`config.mk`:
```
export PLATFORM = sky130hd
export DESIGN_NAME = encoder_width_conv
export DESIGN_NICKNAME = d
export VERILOG_FILES = /design/src/rtl/encoder_width_conv.sv
export SDC_FILE = /design/constraint.sdc
export NUM_CORES = 1
export LEC_CHECK = 0
export CORE_MARGIN = 2
export CORE_UTILIZATION = 30
export DETAILED_ROUTE_END_ITERATION = 12
export GPL_ROUTABILITY_DRIVEN = 0
export GPL_TIMING_DRIVEN = 0
export SLEW_MARGIN = 0
export SYNTH_ARGS = -nofsm -noshare
export SYNTH_HDL_FRONTEND = slang
export SYNTH_SLANG_ARGS = --single-unit
```
`constraint.sdc`:
```
create_clock -name aclk -period 7.6 [get_ports aclk]
set_input_delay 1.14 -clock aclk [delete_from_list [all_inputs] [get_ports aclk]]
set_output_delay 1.14 -clock aclk [all_outputs]
set_load 0.01 [all_outputs]
```
`src/rtl/encoder_width_conv.sv`:
```
`timescale 1ns/1ps
// encoder_width_conv
// Transmit-side width converter: takes generator/encoder beats of DWIDTH_IN bits,
// packs (upsize), passes through (equal widths) or slices (downsize) them LSB-first
// into DWIDTH_OUT words, and buffers the words with tlast/tkeep in a single-clock
// FIFO whose registered first-word-fall-through head drives the link-side master.
// A packet whose tlast lands mid-word is flushed as a partial word.
//
// Ports
//   aclk, aresetn         clock, synchronous active-low reset
//   s_axis_t*             input stream (tdata/tvalid/tready/tlast)
//   m_axis_t*             output stream (tdata/tkeep/tlast/tvalid/tready)
//   fifo_count            words held, including the one presented on m_axis
//
// Downsize FSM
//   state    | meaning
//   ST_IDLE  | hold register empty, ready for a new input beat
//   ST_SLICE | emitting slices of the held beat, one per cycle while not full
module encoder_width_conv #(
    parameter int DWIDTH_IN  = 64,
    parameter int DWIDTH_OUT = 64,
    parameter int DEPTH      = 16,
    localparam int LANES     = (DWIDTH_OUT > DWIDTH_IN) ? DWIDTH_OUT / DWIDTH_IN : 1,
    localparam int CW        = $clog2(DEPTH) + 1
) (
    input  logic                  aclk,
    input  logic                  aresetn,
    input  logic [DWIDTH_IN-1:0]  s_axis_tdata,
    input  logic                  s_axis_tvalid,
    output logic                  s_axis_tready,
    input  logic                  s_axis_tlast,
    output logic [DWIDTH_OUT-1:0] m_axis_tdata,
    output logic [LANES-1:0]      m_axis_tkeep,
    output logic                  m_axis_tlast,
    output logic                  m_axis_tvalid,
    input  logic                  m_axis_tready,
    output logic [CW-1:0]         fifo_count
);

    localparam int RATIO = (DWIDTH_IN > DWIDTH_OUT) ? DWIDTH_IN / DWIDTH_OUT : 1;
    localparam int AW    = $clog2(DEPTH);
    localparam int WW    = DWIDTH_OUT + LANES + 1;

    logic                  r_run;
    logic                  w_full;
    logic                  w_wr;
    logic                  w_rd;
    logic                  w_s_ready;
    logic                  w_conv_valid;
    logic [DWIDTH_OUT-1:0] w_conv_data;
    logic [LANES-1:0]      w_conv_keep;
    logic                  w_conv_last;

    // Keeps s_axis_tready low while in reset and until the first edge after release.
    always_ff @(posedge aclk) begin
        if (!aresetn) begin
            r_run <= 1'b0;
        end else begin
            r_run <= 1'b1;
        end
    end

    assign s_axis_tready = w_s_ready;

    generate
        if (LANES > 1) begin : g_up
            localparam int LW = $clog2(LANES);

            logic [LW-1:0]         r_lane_cnt;
            logic [DWIDTH_OUT-1:0] r_pack;
            logic [DWIDTH_OUT-1:0] w_pack_next;
            logic                  w_acc;
            logic                  w_last_lane;

            assign w_last_lane = (r_lane_cnt == LW'(LANES - 1));
            // A beat that does not complete a word can still be packed while full.
            assign w_s_ready   = r_run && (!w_full || (!w_last_lane && !s_axis_tlast));
            assign w_acc       = s_axis_tvalid && w_s_ready;

            // r_pack is cleared after every write, so lanes above lane_cnt stay zero.
            always_comb begin
                w_pack_next = r_pack;
                w_conv_keep = '0;
                for (int i = 0; i < LANES; i++) begin
                    if (r_lane_cnt == LW'(i)) begin
                        w_pack_next[i*DWIDTH_IN +: DWIDTH_IN] = s_axis_tdata;
                    end
                    w_conv_keep[i] = (LW'(i) <= r_lane_cnt);
                end
            end

            assign w_conv_valid = w_acc && (w_last_lane || s_axis_tlast);
            assign w_conv_data  = w_pack_next;
            assign w_conv_last  = s_axis_tlast;

            always_ff @(posedge aclk) begin
                if (!aresetn) begin
                    r_lane_cnt <= '0;
                    r_pack     <= '0;
                end else if (w_acc) begin
                    if (w_conv_valid) begin
                        r_lane_cnt <= '0;
                        r_pack     <= '0;
                    end else begin
                        r_lane_cnt <= r_lane_cnt + LW'(1);
                        r_pack     <= w_pack_next;
                    end
                end
            end
        end else if (RATIO > 1) begin : g_down
            localparam int SW = $clog2(RATIO);

            typedef enum logic {
                ST_IDLE,
                ST_SLICE
            } state_t;

            state_t               r_state;
            state_t               w_state_next;
            logic [SW-1:0]        r_slice_cnt;
            logic [SW-1:0]        w_slice_cnt_next;
            logic [DWIDTH_IN-1:0] r_hold;
            logic                 r_hold_last;
            logic                 w_capture;
            logic                 w_final_slice;

            assign w_final_slice = (r_slice_cnt == SW'(RATIO - 1));

            always_comb begin
                w_state_next     = r_state;
                w_slice_cnt_next = r_slice_cnt;
                w_capture        = 1'b0;
                w_s_ready        = 1'b0;
                w_conv_valid     = 1'b0;
                w_conv_last      = 1'b0;
                w_conv_keep      = '1;
                w_conv_data      = '0;
                for (int i = 0; i < RATIO; i++) begin
                    if (r_slice_cnt == SW'(i)) begin
                        w_conv_data = r_hold[i*DWIDTH_OUT +: DWIDTH_OUT];
                    end
                end
                case (r_state)
                    ST_IDLE: begin
                        w_s_ready = r_run;
                        if (s_axis_tvalid && r_run) begin
                            w_capture        = 1'b1;
                            w_slice_cnt_next = '0;
                            w_state_next     = ST_SLICE;
                        end
                    end
                    ST_SLICE: begin
                        // Accepting alongside the final slice sustains one write per cycle.
                        w_s_ready = r_run && w_final_slice && !w_full;
                        if (!w_full) begin
                            w_conv_valid = 1'b1;
                            w_conv_last  = r_hold_last && w_final_slice;
                            if (w_final_slice) begin
                                w_slice_cnt_next = '0;
                                if (s_axis_tvalid && r_run) begin
                                    w_capture    = 1'b1;
                                    w_state_next = ST_SLICE;
                                end else begin
                                    w_state_next = ST_IDLE;
                                end
                            end else begin
                                w_slice_cnt_next = r_slice_cnt + SW'(1);
                            end
                        end
                    end
                    default: begin
                        w_state_next = ST_IDLE;
                    end
                endcase
            end

            always_ff @(posedge aclk) begin
                if (!aresetn) begin
                    r_state     <= ST_IDLE;
                    r_slice_cnt <= '0;
                    r_hold      <= '0;
                    r_hold_last <= 1'b0;
                end else begin
                    r_state     <= w_state_next;
                    r_slice_cnt <= w_slice_cnt_next;
                    if (w_capture) begin
                        r_hold      <= s_axis_tdata;
                        r_hold_last <= s_axis_tlast;
                    end
                end
            end
        end else begin : g_pass
            assign w_s_ready    = r_run && !w_full;
            assign w_conv_valid = s_axis_tvalid && w_s_ready;
            assign w_conv_data  = s_axis_tdata;
            assign w_conv_keep  = '1;
            assign w_conv_last  = s_axis_tlast;
        end
    endgenerate

    // FIFO. The output registers always mirror the head entry, which keeps its
    // slot (and its place in fifo_count) until it is read.
    logic [WW-1:0]         r_mem [DEPTH];
    logic [AW-1:0]         r_wr_ptr;
    logic [AW-1:0]         r_rd_ptr;
    logic [AW-1:0]         w_rd_ptr_next;
    logic [CW-1:0]         r_count;
    logic [CW-1:0]         w_count_next;
    logic [WW-1:0]         w_wword;
    logic [WW-1:0]         w_head;
    logic                  r_out_valid;
    logic                  r_out_last;
    logic [LANES-1:0]      r_out_keep;
    logic [DWIDTH_OUT-1:0] r_out_data;

    assign w_full        = (r_count == CW'(DEPTH));
    assign w_wr          = w_conv_valid && !w_full;
    assign w_rd          = r_out_valid && m_axis_tready;
    assign w_wword       = {w_conv_last, w_conv_keep, w_conv_data};
    assign w_rd_ptr_next = r_rd_ptr + AW'(w_rd);
    assign w_count_next  = r_count + CW'(w_wr) - CW'(w_rd);

    // The write pointer only equals the next head index while writing when that
    // head is the word being written now (empty or draining to empty).
    always_comb begin
        if (w_wr && (r_wr_ptr == w_rd_ptr_next)) begin
            w_head = w_wword;
        end else begin
            w_head = r_mem[w_rd_ptr_next];
        end
    end

    always_ff @(posedge aclk) begin
        if (w_wr) begin
            r_mem[r_wr_ptr] <= w_wword;
        end
    end

    always_ff @(posedge aclk) begin
        if (!aresetn) begin
            r_wr_ptr    <= '0;
            r_rd_ptr    <= '0;
            r_count     <= '0;
            r_out_valid <= 1'b0;
            r_out_last  <= 1'b0;
            r_out_keep  <= '0;
            r_out_data  <= '0;
        end else begin
            if (w_wr) begin
                r_wr_ptr <= r_wr_ptr + AW'(1);
            end
            r_rd_ptr    <= w_rd_ptr_next;
            r_count     <= w_count_next;
            r_out_valid <= (w_count_next != '0);
            if (w_count_next != '0) begin
                {r_out_last, r_out_keep, r_out_data} <= w_head;
            end else begin
                r_out_last <= 1'b0;
                r_out_keep <= '0;
                r_out_data <= '0;
            end
        end
    end

    assign m_axis_tdata  = r_out_data;
    assign m_axis_tkeep  = r_out_keep;
    assign m_axis_tlast  = r_out_last;
    assign m_axis_tvalid = r_out_valid;
    assign fifo_count    = r_count;

endmodule

```
==> impl_metrics.tcl, run 1 <==
set metrics [dict create \
    hold_buffers 0 \
    cts_tree "yes" \
    power_leakage_nw 15.6 \
    grt_max_degree 25 \
    slew_viol_final 0 \
    ant_nets 0 \
    synth_area_leaders "edfxtp_1 74%, mux4_2 14%, dfxtp_1 3.8%" \
    worst-path-max-fanout 10 \
    avgSynthCellArea_um2 22.1 \
    synth_area_leader_cell "edfxtp_1" \
    place_ws_ns 1.67 \
    clock-root-buffer "clkbuf_16" \
    cp_data_required_time_ns 8.19 \
    fmax_ghz 0.189 \
    post_cts_buffers 0 \
    hold_viol_final 0 \
    grt_pass1_vias 21500 \
    ys_seq_elements 1121 \
    syn_to_final_growth_pct 20.0 \
    cts_made_buffers 109 \
    grt_usage_pct 14.2 \
    netlist-cell-type-count 36 \
    final.setup.worst_slack_ns 2.30 \
    ys_async_sr_fraction_pct 0 \
    tightest_slew_ns 1.18 \
    ys_top_cells_by_count "1040 x edfxtp_1, 260 x mux4_2, 81 x dfxtp_1" \
    worstSkewPairLatency_ns 0.73 \
    yosys_warnings 0 \
    cts.htree.levels 3 \
    cts.sinks 1121 \
    clk_pin_slew_worst_paths_ns 0.06 \
    num_vias 20500 \
    wl_per_cell_um 24.9 \
    critPathTopFamily "buffers and inverters" \
    dieWidth_um 380 \
    die_h_um 380 \
    crit_chain "clkdlybuf4s50_1 -> o311a_1 -> clkbuf_1 -> inv_1 -> ha_1 -> inv_1 -> ha_1 -> fa_1 -> and3b_1 -> o31ai_1 -> a211oi_2 -> a211oi_1 -> buf_2 -> buf_2 -> a22o_1" \
    ys_seq_area_share_pct 77.6 \
    setup_violations 0 \
    die-area_um2 144000 \
    relSlewSlack_pct 21.4 \
    cp_slowest_cell "buf_2" \
    grt_pass1_wl_um 151000 \
    start_kind "input pin" \
    synth_flop_cell "edfxtp_1" \
    dp_hpwl_um 68200 \
    worst-path-buf-inv 6 \
    synth.most_common_cell "edfxtp_1" \
    worstSetupEndpointType "flip-flop" \
    placementRows 137 \
    timing.reg2reg.setup_slack_ns 2.49 \
    min_period_ns 5.30 \
    netlist_instances 1911 \
    synthesis.nets 1993 \
    status "complete, no violations" \
    vias_per_cell 4.89 \
    antenna_found_initial 13 \
    synthesis.area_um2 42300 \
    yosysTopAreaCellShare_pct 73.8 \
    synth_edf_count 1040 \
    cap_violations 0 \
    hp-class "flip-flop to flip-flop" \
    crit_type "input pin to flip-flop" \
    num-nets-final 2309 \
    drt_wl_total_um 104000 \
    ios 142 \
    cts_resized 0 \
    finalCritPeriodShare_pct 69.7 \
    core_um2 140000 \
    finClkSkew_ns 0.0454 \
    drtIter0Drc 1931 \
    crit_path_max_incr_delay_ns 0.55 \
    grt_overflow 0 \
    worst_hold_slack_ns 0.645 \
    dr.pass1.iters 5 \
    grt_setup_unrepaired "no" \
    io_buffer_count 141 \
    start_util_pct 30.3 \
    final_layout_size_suffix_gt1_share_pct 23.7 \
    drc 0 \
    cts_max_path_buffers 3 \
    vdd_drop_max_uv 188 \
    worst_ep_arrival_time_ns 5.89 \
    power_density_nw_per_um2 299 \
]
==> path summary, 6_finish.rpt <==
kind,startpoint,end,depth (start not counted)
worst max-delay path,s_axis_tvalid,m_axis_tdata[11],15
worst max register to register,fifo_count[2],m_axis_tdata[11],17
worst min-delay path,r_wr_ptr[0],r_wr_ptr[0],2
worst min register to register,r_wr_ptr[0],r_wr_ptr[0],2
==> power by group <==
group,internal (mW),leakage [nW],switching [mW]
clock,2.99,1.71,2.35
combinational,1.41,3.81,1.41
sequential,6.96,10.0,0.0719
==> through the flow <==
| stage | TNS (ns) | utilization [%] | cell area, um2 | std cells | total power, mW |
|---|---|---|---|---|---|
| after detailed placement | 0 | 33.8 | 47200 | 3992 | 10.0 |
| after global routing | 0 | 36.3 | 50800 | 4197 | 15.8 |
| after CTS | 0 | 36.3 | 50800 | 4197 | 15.4 |
| after floorplan | 0 | - | 42300 | 1911 | 8.94 |
| final | 0 | 36.3 | 50800 | 4199 | 15.2 |
| after global placement | -2266.91 | 33.0 | 46100 | 3928 | 10.0 |
==> cell type report <==
type / instances / area, um2
Buffer: 110 / 503
Sequential cell: 1121 / 32900
Antenna cell: 2 / 5.00
Multi-Input combinational cell: 671 / 9030
Fill cell: 12600 / 88900
Clock inverter: 74 / 712
Inverter: 9 / 33.8
Tap cell: 1876 / 2350
Clock buffer: 131 / 2830
Timing Repair Buffer: 205 / 2460
==> logic make-up after synthesis <==
family / synth area share [%]
flip-flops: 77.6
buffers and inverters: 1.27
adder cells (fa/ha/maj): 0.402
AND/OR/NAND/NOR: 1.56
AO/OA/AOI/OAI: 3.47
XOR/XNOR: 0.278
multiplexers: 15.4
==> registers in the layout, indices dropped and copies added, names as in the netlist <==
name           cells
r_wr_ptr           4
r_run              1
r_mem           1040
m_axis_tkeep       1
m_axis_tvalid      1
fifo_count         5
m_axis_tlast       1
r_rd_ptr           4
m_axis_tdata      64
==> metal layers <==
layer	vias to the layer above	track usage [%]	share of wire [%]
met5	-	0	0.10
met4	16	4.46	2.3
met1	11000	18.3	41
met3	162	2.74	6.2
li1	8689	-	-
met2	689	24.3	51
==> cell usage in the layout, fill, tap and decap left out, drive strengths merged, types with 4 or more instances in the layout <==
master	netlist	final
edfxtp	1040	1040
mux4	260	260
clkbuf	58	189
clkdlybuf4s50	0	141
buf	52	116
dfxtp	81	81
a211oi	69	69
a21oi	68	68
nor2b	66	66
mux2i	65	65
a22o	65	65
clkinv	1	52
nor2	22	22
inv	8	14
ha	12	12
bufinv	0	9
clkinvlp	0	8
and2	7	7
nand2	6	6
xor2	6	6
nor3	5	5
xnor2	4	4
==> worst min-delay path, cell delays in order, from the launching register on <==
cell	delay, ns
dfxtp_1	0.38
xnor2_1	0.18
nor2_1	0.04
(Power assumes the default switching activity.)
==> run 2: changes to the inputs <==
clock period = 4.8 ns   (was 7.6 ns; I/O delays follow)
==> impl_metrics.tcl, run 2 (synthesized netlist as in run 1, its figures left out) <==
set metrics [dict create \
    num-nets-final 2303 \
    internal_power_mw 18.3 \
    power_leakage_nw 15.7 \
    vdd_drop_max_uv 285 \
    cp_slowest_cell "or4_4" \
    ant_nets 0 \
    cts_max_path_buffers 3 \
    grt_pass1_vias 21400 \
    cts.htree.levels 3 \
    die_h_um 380 \
    status "complete, no violations" \
    cts.sinks 1121 \
    slew_viol_final 0 \
    hold_viol_final 0 \
    post_cts_buffers 0 \
    clock-root-buffer "clkbuf_16" \
    fin_util_pct 36.6 \
    start_util_pct 30.3 \
    dr.pass1.iters 6 \
    worstSkewPairLatency_ns 0.72 \
    grt_pass1_wl_um 150000 \
    worst_ep_arrival_time_ns 5.14 \
    min_period_ns 4.58 \
    antenna_found_initial 23 \
    power_frac_seq_pct 45.6 \
    swShare_pct 25.0 \
    grt_overflow 0 \
    worstSetupEndpointType "flip-flop" \
    total_power_mw 24.5 \
    placementRows 137 \
    finClkSkew_ns 0.0220 \
    cp_data_required_time_ns 5.36 \
    p_comb_share_pct 18.2 \
    crit_chain "inv_1 -> ha_1 -> nand2_1 -> o311a_1 -> clkbuf_2 -> inv_1 -> ha_1 -> inv_1 -> ha_1 -> fa_1 -> and3b_1 -> or4_4 -> a211oi_2 -> a211oi_1 -> clkbuf_4 -> buf_6 -> a22o_1" \
    cts_made_buffers 114 \
    crit_path_max_incr_delay_ns 0.52 \
    finalCritPeriodShare_pct 95.5 \
    dieWidth_um 380 \
    final_layout_size_suffix_gt1_share_pct 23.4 \
    cts_tree "yes" \
    wl_per_cell_um 24.7 \
    n_fill_cell 12600 \
    largest_reg_flops 1040 \
    layout_common_cells "1040 x edfxtp_1, 260 x mux4_2, 141 x clkdlybuf4s50_1" \
    tightest_slew_ns 1.19 \
    drt_wl_total_um 104000 \
    clockPowerShare_pct 36.2 \
    worst-path-max-fanout 10 \
    setup_violations 0 \
    grt_usage_pct 14.2 \
    num_vias 20400 \
    io_buffer_count 141 \
    clk_pin_slew_worst_paths_ns 0.06 \
    die-area_um2 144000 \
    grt_max_degree 24 \
    syn_to_final_growth_pct 20.9 \
    switchingPower_mw 6.11 \
    cap_violations 0 \
    hp-class "flip-flop to flip-flop" \
    ios 142 \
    core_um2 140000 \
    drc 0 \
    grt_setup_unrepaired "no" \
    vias_per_cell 4.87 \
    start_kind "flip-flop" \
    crit_type "flip-flop to flip-flop" \
    relSlewSlack_pct 20.3 \
    drtIter0Drc 2235 \
    dp_hpwl_um 67900 \
    largest_register "r_mem" \
    fmax_ghz 0.218 \
    timing.reg2reg.setup_slack_ns 0.22 \
    power_density_nw_per_um2 478 \
    mostFrequentLayoutCell "edfxtp_1" \
]
## run 2: cell count changes in the layout (fill, tap and decap cells not counted), moves of 2 or more
| cell | before | now |
|---|---|---|
| bufinv_16 | 9 | 13 |
| buf_2 | 42 | 40 |
| nor3_4 | 0 | 4 |
| clkbuf_16 | 109 | 115 |
| buf_12 | 28 | 26 |
| nor3_2 | 4 | 0 |
| clkbuf_8 | 2 | 0 |
| clkinv_1 | 26 | 42 |
| clkbuf_1 | 78 | 66 |
| clkinvlp_4 | 8 | 4 |
| clkinv_2 | 20 | 14 |
| diode_2 | 2 | 5 |
| buf_16 | 4 | 21 |
| buf_6 | 31 | 5 |
## run 2: metrics by stage
stage	cell area (um2)	hold WS, ns	setup TNS, ns	setup slack, ns	cells
after global placement	46100	0.602	-3681.83	-3.94	3928
final	51200	0.643	0	0.217	4195
after floorplan	42300	0.577	0	0.204	1911
after detailed placement	47400	0.636	-28.87	-0.607	3981
after global routing	51100	0.684	0	0.0118	4191
after CTS	51100	0.634	0	0.00558	4190
## run 2: what timing repair did
item	CTS	global route
hold buffers	0	0
gates cloned	0	0
resized for setup	1	4
hold endpoints to repair	0	0
endpoints found under the setup margin	2	54
## run 2: metal layers
| layer | GRT usage [%] | vias up | wire, um |
|---|---|---|---|
| met5 | 0 | - | 148 |
| met4 | 4.20 | 26 | 2460 |
| met3 | 3.17 | 167 | 6980 |
| met2 | 23.9 | 659 | 51700 |
| met1 | 18.2 | 10900 | 42500 |
| li1 | - | 8680 | - |
## run 2: final cells by class
type                       count  area, um2  area share [%]
antenna                        5       12.5          0.0245
buffer                       110        509           0.995
clock buffer                 124       2910            5.69
clock inverter                85        830            1.62
inverter                       9       33.8          0.0660
multi-input combinational    671       9060            17.7
sequential                  1121      32900            64.2
tap                         1876       2350            4.59
timing repair buffer         194       2600            5.08
## run 2: path summary, 6_finish.rpt
path | from | endpoint | depth (start not counted)
max reg2reg | fifo_count[2] | m_axis_tdata[13] | 17
min reg2reg | r_wr_ptr[0] | r_wr_ptr[0] | 2
min | r_wr_ptr[0] | r_wr_ptr[0] | 2
max | fifo_count[2] | m_axis_tdata[13] | 17
## run 2: worst max-delay path, delay by kind of cell (launching register included)
| kind | cells | cell delay (ns) |
|---|---|---|
| compound gates | 4 | 1.10 |
| simple gates | 3 | 0.81 |
| flops | 1 | 0.36 |
| fa+ha+maj | 4 | 1.11 |
| buf+inv | 6 | 1.02 |
## run 2: power groups by stage
stage	sequential (mW)	combinational (mW)	clock, mW
2_1_floorplan	11.4	2.70	0
3_3_place_gp	11.4	4.43	0
3_5_place_dp	11.4	4.54	0
4_1_cts	11.1	4.57	9.04
5_1_grt	11.2	4.79	9.39
6_report	11.1	4.46	8.85
==> run 3: changes to the inputs <==
REMOVE_ABC_BUFFERS = 1   (was unset)
==> impl_metrics.tcl, run 3 (synthesized netlist as in run 1, its figures left out) <==
set metrics [dict create \
    layout_common_cells "1040 x edfxtp_1, 260 x mux4_2, 141 x clkdlybuf4s50_1" \
    r2r-start "fifo_count[2]" \
    place_ws_ns -0.519 \
    hp-class "flip-flop to flip-flop" \
    fmax_ghz 0.225 \
    start_kind "flip-flop" \
    worstSetupEndpointType "flip-flop" \
    fin_cells 4166 \
    n_fill_cell 12500 \
    cap_violations 0 \
    groute.layer.met1.usage_pct 18.9 \
    largest_reg_flops 1040 \
    relSlewSlack_pct 31.7 \
    die_h_um 380 \
    dieWidth_um 380 \
    final_layout_size_suffix_gt1_share_pct 25.8 \
    setup_violations 0 \
    dp_hpwl_um 64100 \
    die-area_um2 144000 \
    grt_pass1_wl_um 146000 \
    cts_tree "yes" \
    num_vias 20200 \
    slew_viol_final 0 \
    crit_path_max_incr_delay_ns 0.53 \
    cts_max_path_buffers 3 \
    multi_input_area_um2 9110 \
    cts.htree.levels 3 \
    largest_register "r_mem" \
    grt-busiest-layer "met2" \
    ant_nets 0 \
    grt_setup_unrepaired "no" \
    worst_ep_arrival_time_ns 4.99 \
    ios 142 \
    wl_per_cell_um 24.1 \
    core_um2 140000 \
    worstHoldStart "r_wr_ptr[0]" \
    final_cell_area_um2 51700 \
    cp_slowest_cell "or4_4" \
    syn_to_final_growth_pct 22.2 \
    hold_viol_final 0 \
    final.setup.worst_slack_ns 0.360 \
    grt_use_met3_pct 2.57 \
    mostFrequentLayoutCell "edfxtp_1" \
    cts.sinks 1121 \
    crit_type "flip-flop to flip-flop" \
    num-nets-final 2268 \
    placementRows 137 \
    tightest_slew_ns 1.02 \
    startpoint "fifo_count[2]" \
    vias_per_cell 4.85 \
    worst-path-max-fanout 13 \
    worstSkewPairLatency_ns 0.70 \
    cp_data_required_time_ns 5.35 \
    antenna_found_initial 19 \
    min_period_ns 4.44 \
    drtIter0Drc 1796 \
    finalCritPeriodShare_pct 92.5 \
    drt_wl_total_um 101000 \
    place_area_um2 47900 \
    power_leakage_nw 15.9 \
    vdd_drop_max_uv 373 \
    grt_overflow 0 \
    clk_pin_slew_worst_paths_ns 0.06 \
    grt_usage_pct 13.7 \
    io_buffer_count 141 \
    final-seq-area_um2 32900 \
    fin_util_pct 37.0 \
    clock-root-buffer "clkbuf_16" \
    power_density_nw_per_um2 471 \
    finClkSkew_ns 0.0291 \
    grt_pass1_vias 21200 \
    crit_chain "inv_1 -> ha_1 -> nand2_1 -> o311a_2 -> inv_1 -> ha_1 -> inv_1 -> ha_1 -> fa_1 -> and3b_1 -> or4_4 -> a211oi_4 -> a211oi_4 -> buf_8 -> buf_8 -> buf_8 -> a22o_1" \
    dr.pass1.iters 5 \
    drc 0 \
    placed_cells 3943 \
    hold_buffers 0 \
    grt_max_degree 63 \
    status "complete, no violations" \
    start_util_pct 30.3 \
    cts_made_buffers 113 \
    met2_usage_pct 22.5 \
]
-- run 3: cell count changes in the layout (fill, tap and decap cells not counted), sizes merged --
| cell | delta |
|---|---|
| inv | -2 |
| clkinv | -6 |
| bufinv | -2 |
| clkbuf | -46 |
| clkinvlp | +2 |
| buf | +25 |
-- run 3: repair_timing --
item,4_1_cts,5_1_grt
endpoints found under the setup margin,12,27
buffers inserted,2,2
resized for setup,1,1
cloned,0,0
pin swaps,1,1
-- run 3: final cells by class --
class	count	share of cell area [%]
flip-flops and latches	1121	63.5
repair buffers	270	7.03
diodes	5	0.0242
well taps	1876	4.54
multi-input cells	671	17.6
clock inverters	77	1.47
clock buffers	137	5.72
inverters	9	0.0653
-- run 3: report_power, final --
group	internal [mW]	switching, mW
logic	2.40	2.05
registers	11.0	0.143
clock network	5.01	3.74
total	18.4	5.93
-- run 3: stage by stage --
step / power [mW] / TNS (ns) / hold WS (ns)
global placement: 14.9 / -7382.36 / 0.598
finish: 24.4 / 0 / 0.662
global route: 25.3 / 0 / 0.673
detailed placement: 15.9 / -17.54 / 0.635
floorplan: 14.1 / -1028.58 / 0.577
CTS: 24.7 / 0 / 0.644
-- run 3: worst paths after layout --
path,to,slack (ns),depth (start not counted)
max,m_axis_tdata[10],0.36,17
min,r_wr_ptr[0],0.66,2
max reg2reg,m_axis_tdata[10],0.36,17
min reg2reg,r_wr_ptr[0],0.66,2
-- run 3: routing by layer --
layer / wire length (um) / vias to the layer above
li1: - / 8612
met1: 43300 / 10700
met2: 49000 / 713
met3: 6380 / 156
met4: 1890 / 8
met5: 44 / -
-- run 3: worst max-delay path, delay by kind of cell, from the launching register on --
kind / cells / cell delay [ns]
DFF: 1 / 0.36
AOI/OAI and AO/OA: 4 / 1.24
and+or+nand+nor: 3 / 0.82
buffers and inverters: 6 / 0.72
adders and majority gates: 4 / 1.13
